## src/rtl/clk_rate_monitor.sv

```systemverilog
// -----------------------------------------------------------------------------
// clk_rate_monitor
//   Brings a divided clock (div_clk) back into the fast in_clk domain as a
//   one-cycle rising-edge enable. It also measures the divided clock's period
//   in in_clk cycles and reports lock, stuck and rate faults. This lets
//   downstream logic run on in_clk with enables instead of derived clocks.
//
// Parameters
//   CNT_W       width of the period counter / period output
//   EXP_PERIOD  expected div_clk period in in_clk cycles
//   TOL         allowed absolute deviation from EXP_PERIOD
//   LOCK_COUNT  consecutive good periods needed to assert locked (1..15)
//   TIMEOUT     cycles without an edge before stuck is flagged
//
// Ports
//   in_clk        in   system clock, rising edge
//   rst_n         in   asynchronous active-low reset
//   en            in   monitor enable, low = synchronous clear of all state
//   div_clk       in   divided clock under observation (asynchronous)
//   edge_pulse    out  one-cycle strobe per div_clk rising edge
//   period        out  last measured period (saturates at 2^CNT_W-1)
//   period_valid  out  one-cycle strobe when period updates
//   locked        out  rate confirmed within tolerance
//   stuck         out  no edge for TIMEOUT cycles
//   rate_err      out  one-cycle strobe on an out-of-tolerance period
// -----------------------------------------------------------------------------
module clk_rate_monitor #(
  parameter int CNT_W      = 8,
  parameter int EXP_PERIOD = 4,
  parameter int TOL        = 0,
  parameter int LOCK_COUNT = 4,
  parameter int TIMEOUT    = 64
) (
  input  logic             in_clk,
  input  logic             rst_n,
  input  logic             en,
  input  logic             div_clk,
  output logic             edge_pulse,
  output logic [CNT_W-1:0] period,
  output logic             period_valid,
  output logic             locked,
  output logic             stuck,
  output logic             rate_err
);

  typedef enum logic {
    ST_ACQ    = 1'b0,
    ST_LOCKED = 1'b1
  } state_e;

  // Tolerance window; a negative lower bound clamps to zero.
  localparam int               LO_INT  = (EXP_PERIOD > TOL) ? (EXP_PERIOD - TOL) : 0;
  localparam logic [CNT_W-1:0] LO_B    = CNT_W'(LO_INT);
  localparam logic [CNT_W-1:0] HI_B    = CNT_W'(EXP_PERIOD + TOL);
  localparam logic [CNT_W-1:0] CNT_ONE = CNT_W'(1'b1);
  localparam logic [CNT_W-1:0] CNT_MAX = {CNT_W{1'b1}};
  localparam logic [CNT_W-1:0] TO_M1   = CNT_W'(TIMEOUT - 1);
  localparam logic [3:0]       LOCK_M1 = 4'(LOCK_COUNT - 1);

  logic             s1_q, s1_d;
  logic             s2_q, s2_d;
  logic             s3_q, s3_d;
  logic [CNT_W-1:0] cnt_q, cnt_d;
  logic [3:0]       good_cnt_q, good_cnt_d;
  logic             first_seen_q, first_seen_d;
  state_e           state_q, state_d;
  logic             edge_pulse_q, edge_pulse_d;
  logic [CNT_W-1:0] period_q, period_d;
  logic             period_valid_q, period_valid_d;
  logic             locked_q, locked_d;
  logic             stuck_q, stuck_d;
  logic             rate_err_q, rate_err_d;

  logic             edge_s;
  logic             good_s;
  logic             cnt_sat_s;

  // s1/s2 form the metastability synchronizer; s3 only delays s2 for edge detect.
  assign edge_s    = s2_q & ~s3_q;
  // The count captured at an edge is the period that just ended.
  assign good_s    = (cnt_q >= LO_B) && (cnt_q <= HI_B);
  assign cnt_sat_s = (cnt_q == CNT_MAX);

  // Next-state logic: synchronizer, period counter, capture, lock FSM, timeout.
  always_comb begin
    s1_d           = div_clk;
    s2_d           = s1_q;
    s3_d           = s2_q;
    edge_pulse_d   = edge_s;
    cnt_d          = cnt_q;
    good_cnt_d     = good_cnt_q;
    first_seen_d   = first_seen_q;
    state_d        = state_q;
    period_d       = period_q;
    period_valid_d = 1'b0;
    locked_d       = locked_q;
    stuck_d        = stuck_q;
    rate_err_d     = 1'b0;

    if (!en) begin
      s1_d         = 1'b0;
      s2_d         = 1'b0;
      s3_d         = 1'b0;
      edge_pulse_d = 1'b0;
      cnt_d        = {CNT_W{1'b0}};
      good_cnt_d   = 4'd0;
      first_seen_d = 1'b0;
      state_d      = ST_ACQ;
      period_d     = {CNT_W{1'b0}};
      locked_d     = 1'b0;
      stuck_d      = 1'b0;
    end else if (edge_s) begin
      // An edge always wins over a timeout in the same cycle.
      cnt_d   = CNT_ONE;
      stuck_d = 1'b0;
      if (first_seen_q) begin
        period_d       = cnt_q;
        period_valid_d = 1'b1;
        if (good_s) begin
          case (state_q)
            ST_ACQ: begin
              if (good_cnt_q == LOCK_M1) begin
                state_d    = ST_LOCKED;
                locked_d   = 1'b1;
                good_cnt_d = 4'd0;
              end else begin
                good_cnt_d = good_cnt_q + 4'd1;
              end
            end
            ST_LOCKED: begin
              state_d  = ST_LOCKED;
              locked_d = 1'b1;
            end
            default: begin
              state_d    = ST_ACQ;
              locked_d   = 1'b0;
              good_cnt_d = 4'd0;
            end
          endcase
        end else begin
          state_d    = ST_ACQ;
          locked_d   = 1'b0;
          good_cnt_d = 4'd0;
          rate_err_d = 1'b1;
        end
      end else begin
        // First edge after reset/enable/timeout: the partial period is discarded.
        first_seen_d = 1'b1;
      end
    end else begin
      cnt_d = cnt_sat_s ? cnt_q : (cnt_q + CNT_ONE);
      // Fires once, on the cycle the counter steps onto TIMEOUT.
      if (cnt_q == TO_M1) begin
        stuck_d      = 1'b1;
        state_d      = ST_ACQ;
        locked_d     = 1'b0;
        good_cnt_d   = 4'd0;
        first_seen_d = 1'b0;
      end else begin
        stuck_d = stuck_q;
      end
    end
  end

  // State and output registers with asynchronous reset.
  always_ff @(posedge in_clk or negedge rst_n) begin
    if (!rst_n) begin
      s1_q           <= 1'b0;
      s2_q           <= 1'b0;
      s3_q           <= 1'b0;
      cnt_q          <= {CNT_W{1'b0}};
      good_cnt_q     <= 4'd0;
      first_seen_q   <= 1'b0;
      state_q        <= ST_ACQ;
      edge_pulse_q   <= 1'b0;
      period_q       <= {CNT_W{1'b0}};
      period_valid_q <= 1'b0;
      locked_q       <= 1'b0;
      stuck_q        <= 1'b0;
      rate_err_q     <= 1'b0;
    end else begin
      s1_q           <= s1_d;
      s2_q           <= s2_d;
      s3_q           <= s3_d;
      cnt_q          <= cnt_d;
      good_cnt_q     <= good_cnt_d;
      first_seen_q   <= first_seen_d;
      state_q        <= state_d;
      edge_pulse_q   <= edge_pulse_d;
      period_q       <= period_d;
      period_valid_q <= period_valid_d;
      locked_q       <= locked_d;
      stuck_q        <= stuck_d;
      rate_err_q     <= rate_err_d;
    end
  end

  assign edge_pulse   = edge_pulse_q;
  assign period       = period_q;
  assign period_valid = period_valid_q;
  assign locked       = locked_q;
  assign stuck        = stuck_q;
  assign rate_err     = rate_err_q;

endmodule

```

## config.mk

```make
export PLATFORM = sky130hd
export DESIGN_NAME = clk_rate_monitor
export DESIGN_NICKNAME = d
export VERILOG_FILES = /design/src/rtl/clk_rate_monitor.sv
export SDC_FILE = /design/constraint.sdc
export NUM_CORES = 1
export LEC_CHECK = 0
export ABC_CLOCK_PERIOD_IN_PS = 3850
export CORE_UTILIZATION = 55
export CTS_CLUSTER_DIAMETER = 40
export DETAILED_ROUTE_END_ITERATION = 12
export PLACE_DENSITY = 0.91
export SETUP_SLACK_MARGIN = 0.1
export SKIP_LAST_GASP = 1
export SLEW_MARGIN = 20
export SYNTH_ARGS = -nofsm -noshare
export SYNTH_HDL_FRONTEND = slang
export SYNTH_SLANG_ARGS = --single-unit
export TNS_END_PERCENT = 30
```

## constraint.sdc

```tcl
create_clock -name in_clk -period 3.85 [get_ports in_clk]
set_clock_uncertainty 0.05 [all_clocks]
set_input_delay 0.77 -clock in_clk [delete_from_list [all_inputs] [get_ports in_clk]]
set_output_delay 0.77 -clock in_clk [all_outputs]
set_load 0.005 [all_outputs]
```

# After elaboration in Yosys (flattened, before gate mapping)
# Index checks and enable logic that the tools add are counted.
# op_classes
n_bitwise,3
eq_ne,10
order_cmp,2
n_reduce_logical,5
n_addsub,2
n_mux,42
# ops
operator,n
8-bit 2-to-1 mux,6
4-bit 2-to-1 mux,7
1-bit 2-to-1 mux,27
8-bit by 1-bit adder with 8-bit output (second input constant),1
8-bit by 6-bit equality test with 1-bit output (second input constant),1
8-bit equality test (second input constant),1
8-bit by 3-bit greater-or-equal comparator with 1-bit output (second input constant),1
8-bit by 3-bit less-or-equal comparator with 1-bit output (second input constant),1
3-bit inequality test (second input constant),2
3-bit AND reduction,2
5-bit inequality test (second input constant),1
4-bit by 1-bit adder with 4-bit output (second input constant),1
4-bit by 2-bit equality test with 1-bit output (second input constant),1
2-bit by 1-bit inequality test with 1-bit output (second input constant),2
4-bit inequality test (second input constant),1
1-bit one-hot mux with 2 select lines,2
2-bit AND reduction,2
3-bit by 1-bit inequality test with 1-bit output (second input constant),1
1-bit inverter,2
1-bit AND,1
1-bit logical AND,1
# totals
in_bits,4
reg_bits,30
output_inout_bits,13

# Depth between registers and ports, before layout
# logic_depth
word_depth,7
ltp_mapped,6
ltp_nobuf,6

# Worst setup path before layout
# No wires, ideal clock.
# synth_timing
path_type,input -> register
start,in en
end,reg good_cnt_q[3]
arrival_time_ps,1485
cell_stages,4
path_slack_ps,2194
cell_sequence,and3b_1 -> and3_1 -> a22o_1 -> a32o_1
# synth_between
elab_chain_len,2
# synth_lines
element,line_no,rtl
from (decl),36,"input logic en,"
"4-bit inequality test (no line), or another cell as far along",n/a,
3-bit AND reduction (no line),n/a,
to (signal assigned),186,good_cnt_q <= good_cnt_d;
to (decl),64,"logic [3:0] good_cnt_q, good_cnt_d;"
# Parallel ways exist; a longest one is shown, timed or not.
# A chain may end at the register's enable or synchronous reset.

# Worst setup path in the final report
# layout_timing
start,in en
end,reg state_q
# layout_between
elab_chain_len,2
# layout_lines
element,line_no,rtl
3-bit by 1-bit inequality test with 1-bit output (no line) or 3-bit inequality test (tied branches),n/a,
2-bit AND reduction (no line),n/a,
to (signal assigned),188,state_q <= state_d;
to (decl),66,"state_e state_q, state_d;"
# Parallel ways exist; a longest one is shown, timed or not.

==> metrics.yaml <==
logic_synthesis:
  synth_mux_area_frac: 0.02198
  post_synth_inst_count: 125
  synthesized_area_fraction_occupied_by_ao_oa_aoi_and_oai_cells: 0.1529
  yosys_most_used_dff: "dfrtp_1"
  post_synth_xor_area_fraction: 0.01282
  ys_seq_area_frac: 0.5495
  main_combinational_cell_family_by_area_after_synthesis: "simple AND/OR/NAND/NOR gates"
  netlist_area_mm2: 0.001366
  synth_top_cells_by_area: "dfrtp_1 55%, a22o_1 5.8%, nor2_1 3.8%"
  ys.warnings.count: 0
  yosys.area.top_type_share: 0.5495
  synth_largest_area_cell: "dfrtp_1"
  synthesis.nets: 132
  post_synth_edffs: 0
  post_synth_cell_types: 34
  synth-simple-area-share: 0.2088
  share_of_synthesized_registers_carrying_an_async_set_or_reset: 1.000
  yosys_reg_bits: 30
  synthesis.area_per_instance_um2: 10.93
  post_synth_adder_cell_area: 0.02747
cells_and_area:
  antenna_cells: 0
  syn_to_final_growth_pct: 18.50
  filler_cell_count: 173
  post_route_cells_drive_above_1_share: 0.08108
  design.final.nets: 154
job:
  max_cap_violations: 0
floorplanning:
  placementRows: 17
  coreArea_mm2: 0.002276
  die_y_um: 51.84
  ios: 17
  die-area_mm2: 0.002687
  initial_utilization: 0.6003
  die_width_um: 51.84
detailed_routing:
  ant_nets: 0
  route.detailed.drc: 0
  post_drt_via_cell_ratio: 5.977
  wl_per_cell_um: 14.88
  drt_pass1_iterations: 4
  drtIter0Drc: 36
  postRouteWirelength_um: 2619
  routed-via-count: 1052
worst_setup_path:
  slowest_delay_ns: 0.58
  worst_path_dominant_cell_family: "compound AO/OA/AOI/OAI gates"
  critical_path.cell_chain: "clkdlybuf4s50_1, inv_1, a31oi_2, a21oi_1, a311oi_1"
  worst-r2r-setup-slack_ns: 2.05
  cp.buffers_inverters: 2
  cp.arrival_ns: 2.45
  crit_path_end_kind: "register"
  critPathLaunchType: "input pin"
  critPathKind: "in -> reg"
  cp_slowest_cell: "clkdlybuf4s50_1"
  critPathMaxFanout: 15
  crit_required_ns: 4.03
clocking:
  cts.path.max_buffers: 2
  tritoncts_num_sinks: 30
  cts.repair_timing.setup_buffer_count: 0
  clock_latency_ns: 0.33
  cts-htree-levels: 2
  cts-hold-fix-buffers: 0
  ctsRootBufferMaster: "clkbuf_4"
  clk_pin_slew_ns: 0.09
  tritoncts.num_buffers: 5
  cts-resized-gates: 0
  tritoncts: "built"
grt:
  antenna_found_initial: 0
  grt_pass1_vias: 969
  grt_util_all_layers: 0.2346
  grt_max_degree: 31
  grt_overflow: 0
  grt_first_pass_wirelength_um: 4381
power_and_ir_drop:
  worst_vdd_drop_mv: 0.3156
  report.power.total_mw: 0.5504
  leakage_nw: 0.7230
  power.density_mw_per_mm2: 339.9
timing:
  layout_setup_ws_ns: 1.582
  final-hold-violation-count: 0
  post-route-period-util: 0.5892
  tightestPinTransition_ns: 0.6811
  unrepaired_setup_endpoints_after_global_routing: "false"
  finalSetupTns_ns: 0
  worst_slew_slack_as_a_fraction_of_its_limit: 0.5445
  max_freq_ghz: 0.4408
  maxSlewViolCount: 0
  finalCriticalPeriod_ns: 2.268
  setup-violations-final: 0
status:
  run_status: "complete, no violations"
place:
  pre_cts_ws_ns: 1.250
  gpl.final_weighted_congestion: 0.8830
  port_buffers: 16
  dp_hpwl_um: 1854
hold_path:
  min_delay_path_class: "reg -> reg"
[cells in the final DEF (no fill, tap or decap), types with 2 or more instances in the layout]
cell type and n:
and3b_1 2, o21ai_1 3, o21ai_0 2, mux2i_1 3, clkbuf_4 5, dfrtp_1 30, and3_1 2, a22o_1 9
nor3_1 3, and2_1 5, a22oi_1 2, nand3_1 6, inv_1 7, nand4_1 2, clkdlybuf4s50_1 16, nand2_1 9
a21oi_1 5, nor2_1 14, ha_1 3
[cell type report]
cell class              instances  area, um^2  share of cell area
multi-input cells              86       579.3              0.3578
flip-flops and latches         30       750.7              0.4637
well taps                      28       35.03             0.02164
clock buffers                   7       55.05             0.03400
inverters                       7       26.28             0.01623
clock inverters                 1       5.005            0.003091
repair buffers                 17       167.7              0.1036
[worst reg2reg max path: stages, from the launching register on]
cell	delay [ns]
dfrtp_1	0.45
inv_1	0.12
ha_1	0.14
nor3b_1	0.30
and3_1	0.30
a21oi_1	0.07
a311oi_1	0.27
[per-stage QoR]
step	util	area, um^2	hold WS [ns]	instances
floorplan	-	1366	0.3836	125
global placement	0.6850	1559	0.3958	168
detailed placement	0.6850	1559	0.4031	168
CTS	0.7114	1619	0.4393	176
global route	0.7114	1619	0.4581	176
finish	0.7114	1619	0.4331	176
[layer usage]
layer  routed length, um  vias to the layer above  share of wire  global-route usage
met5                   0                        -              0                   0
met4                  76                        0          0.029              0.1306
met3                 177                       11          0.068             0.09942
met2                1195                       45           0.46              0.3291
met1                1169                      502           0.45              0.3023
li1                    -                      494              -                   -
[cell usage after synthesis (2+ instances only)]
| library cell | count |
|---|---|
| and3b_1 | 2 |
| ha_1 | 3 |
| buf_2 | 2 |
| nor3_1 | 3 |
| nand4_1 | 2 |
| a21oi_1 | 5 |
| and2_1 | 5 |
| nor2_1 | 14 |
| and3_1 | 2 |
| a22o_1 | 9 |
| inv_1 | 7 |
| o21ai_0 | 2 |
| dfrtp_1 | 30 |
| mux2i_1 | 3 |
| o21ai_1 | 3 |
| nand2_1 | 9 |
| a22oi_1 | 2 |
| nand3_1 | 6 |
[report_power, final]
part	internal, mW	switching (mW)	leakage (nW)	total [mW]
registers	0.319	0.00567	0.414	0.325
logic	0.0127	0.0199	0.274	0.0326
clock network	0.0883	0.104	0.0353	0.193
total	0.420	0.130	0.723	0.550
[final timing paths]
path	start	end	depth (start not counted)
max	en	state_q	5
min in group asynchronous	rst_n	period[2]	2
max reg2reg	cnt_q[0]	state_q	6
min	s1_q	s2_q	1
min reg2reg	s1_q	s2_q	1
max in group asynchronous	rst_n	first_seen_q	2
[cell families (layout without fill, tap and decap cells)]
family | Yosys count | in the layout
AOI/OAI and AO/OA | 28 | 28
xor gates and xnor gates | 2 | 2
adders and majority gates | 3 | 3
buffers and inverters | 9 | 32
DFF | 30 | 30
muxes | 3 | 3
and+or+nand+nor | 50 | 50
No activity file was read; power rests on OpenSTA's default activity.
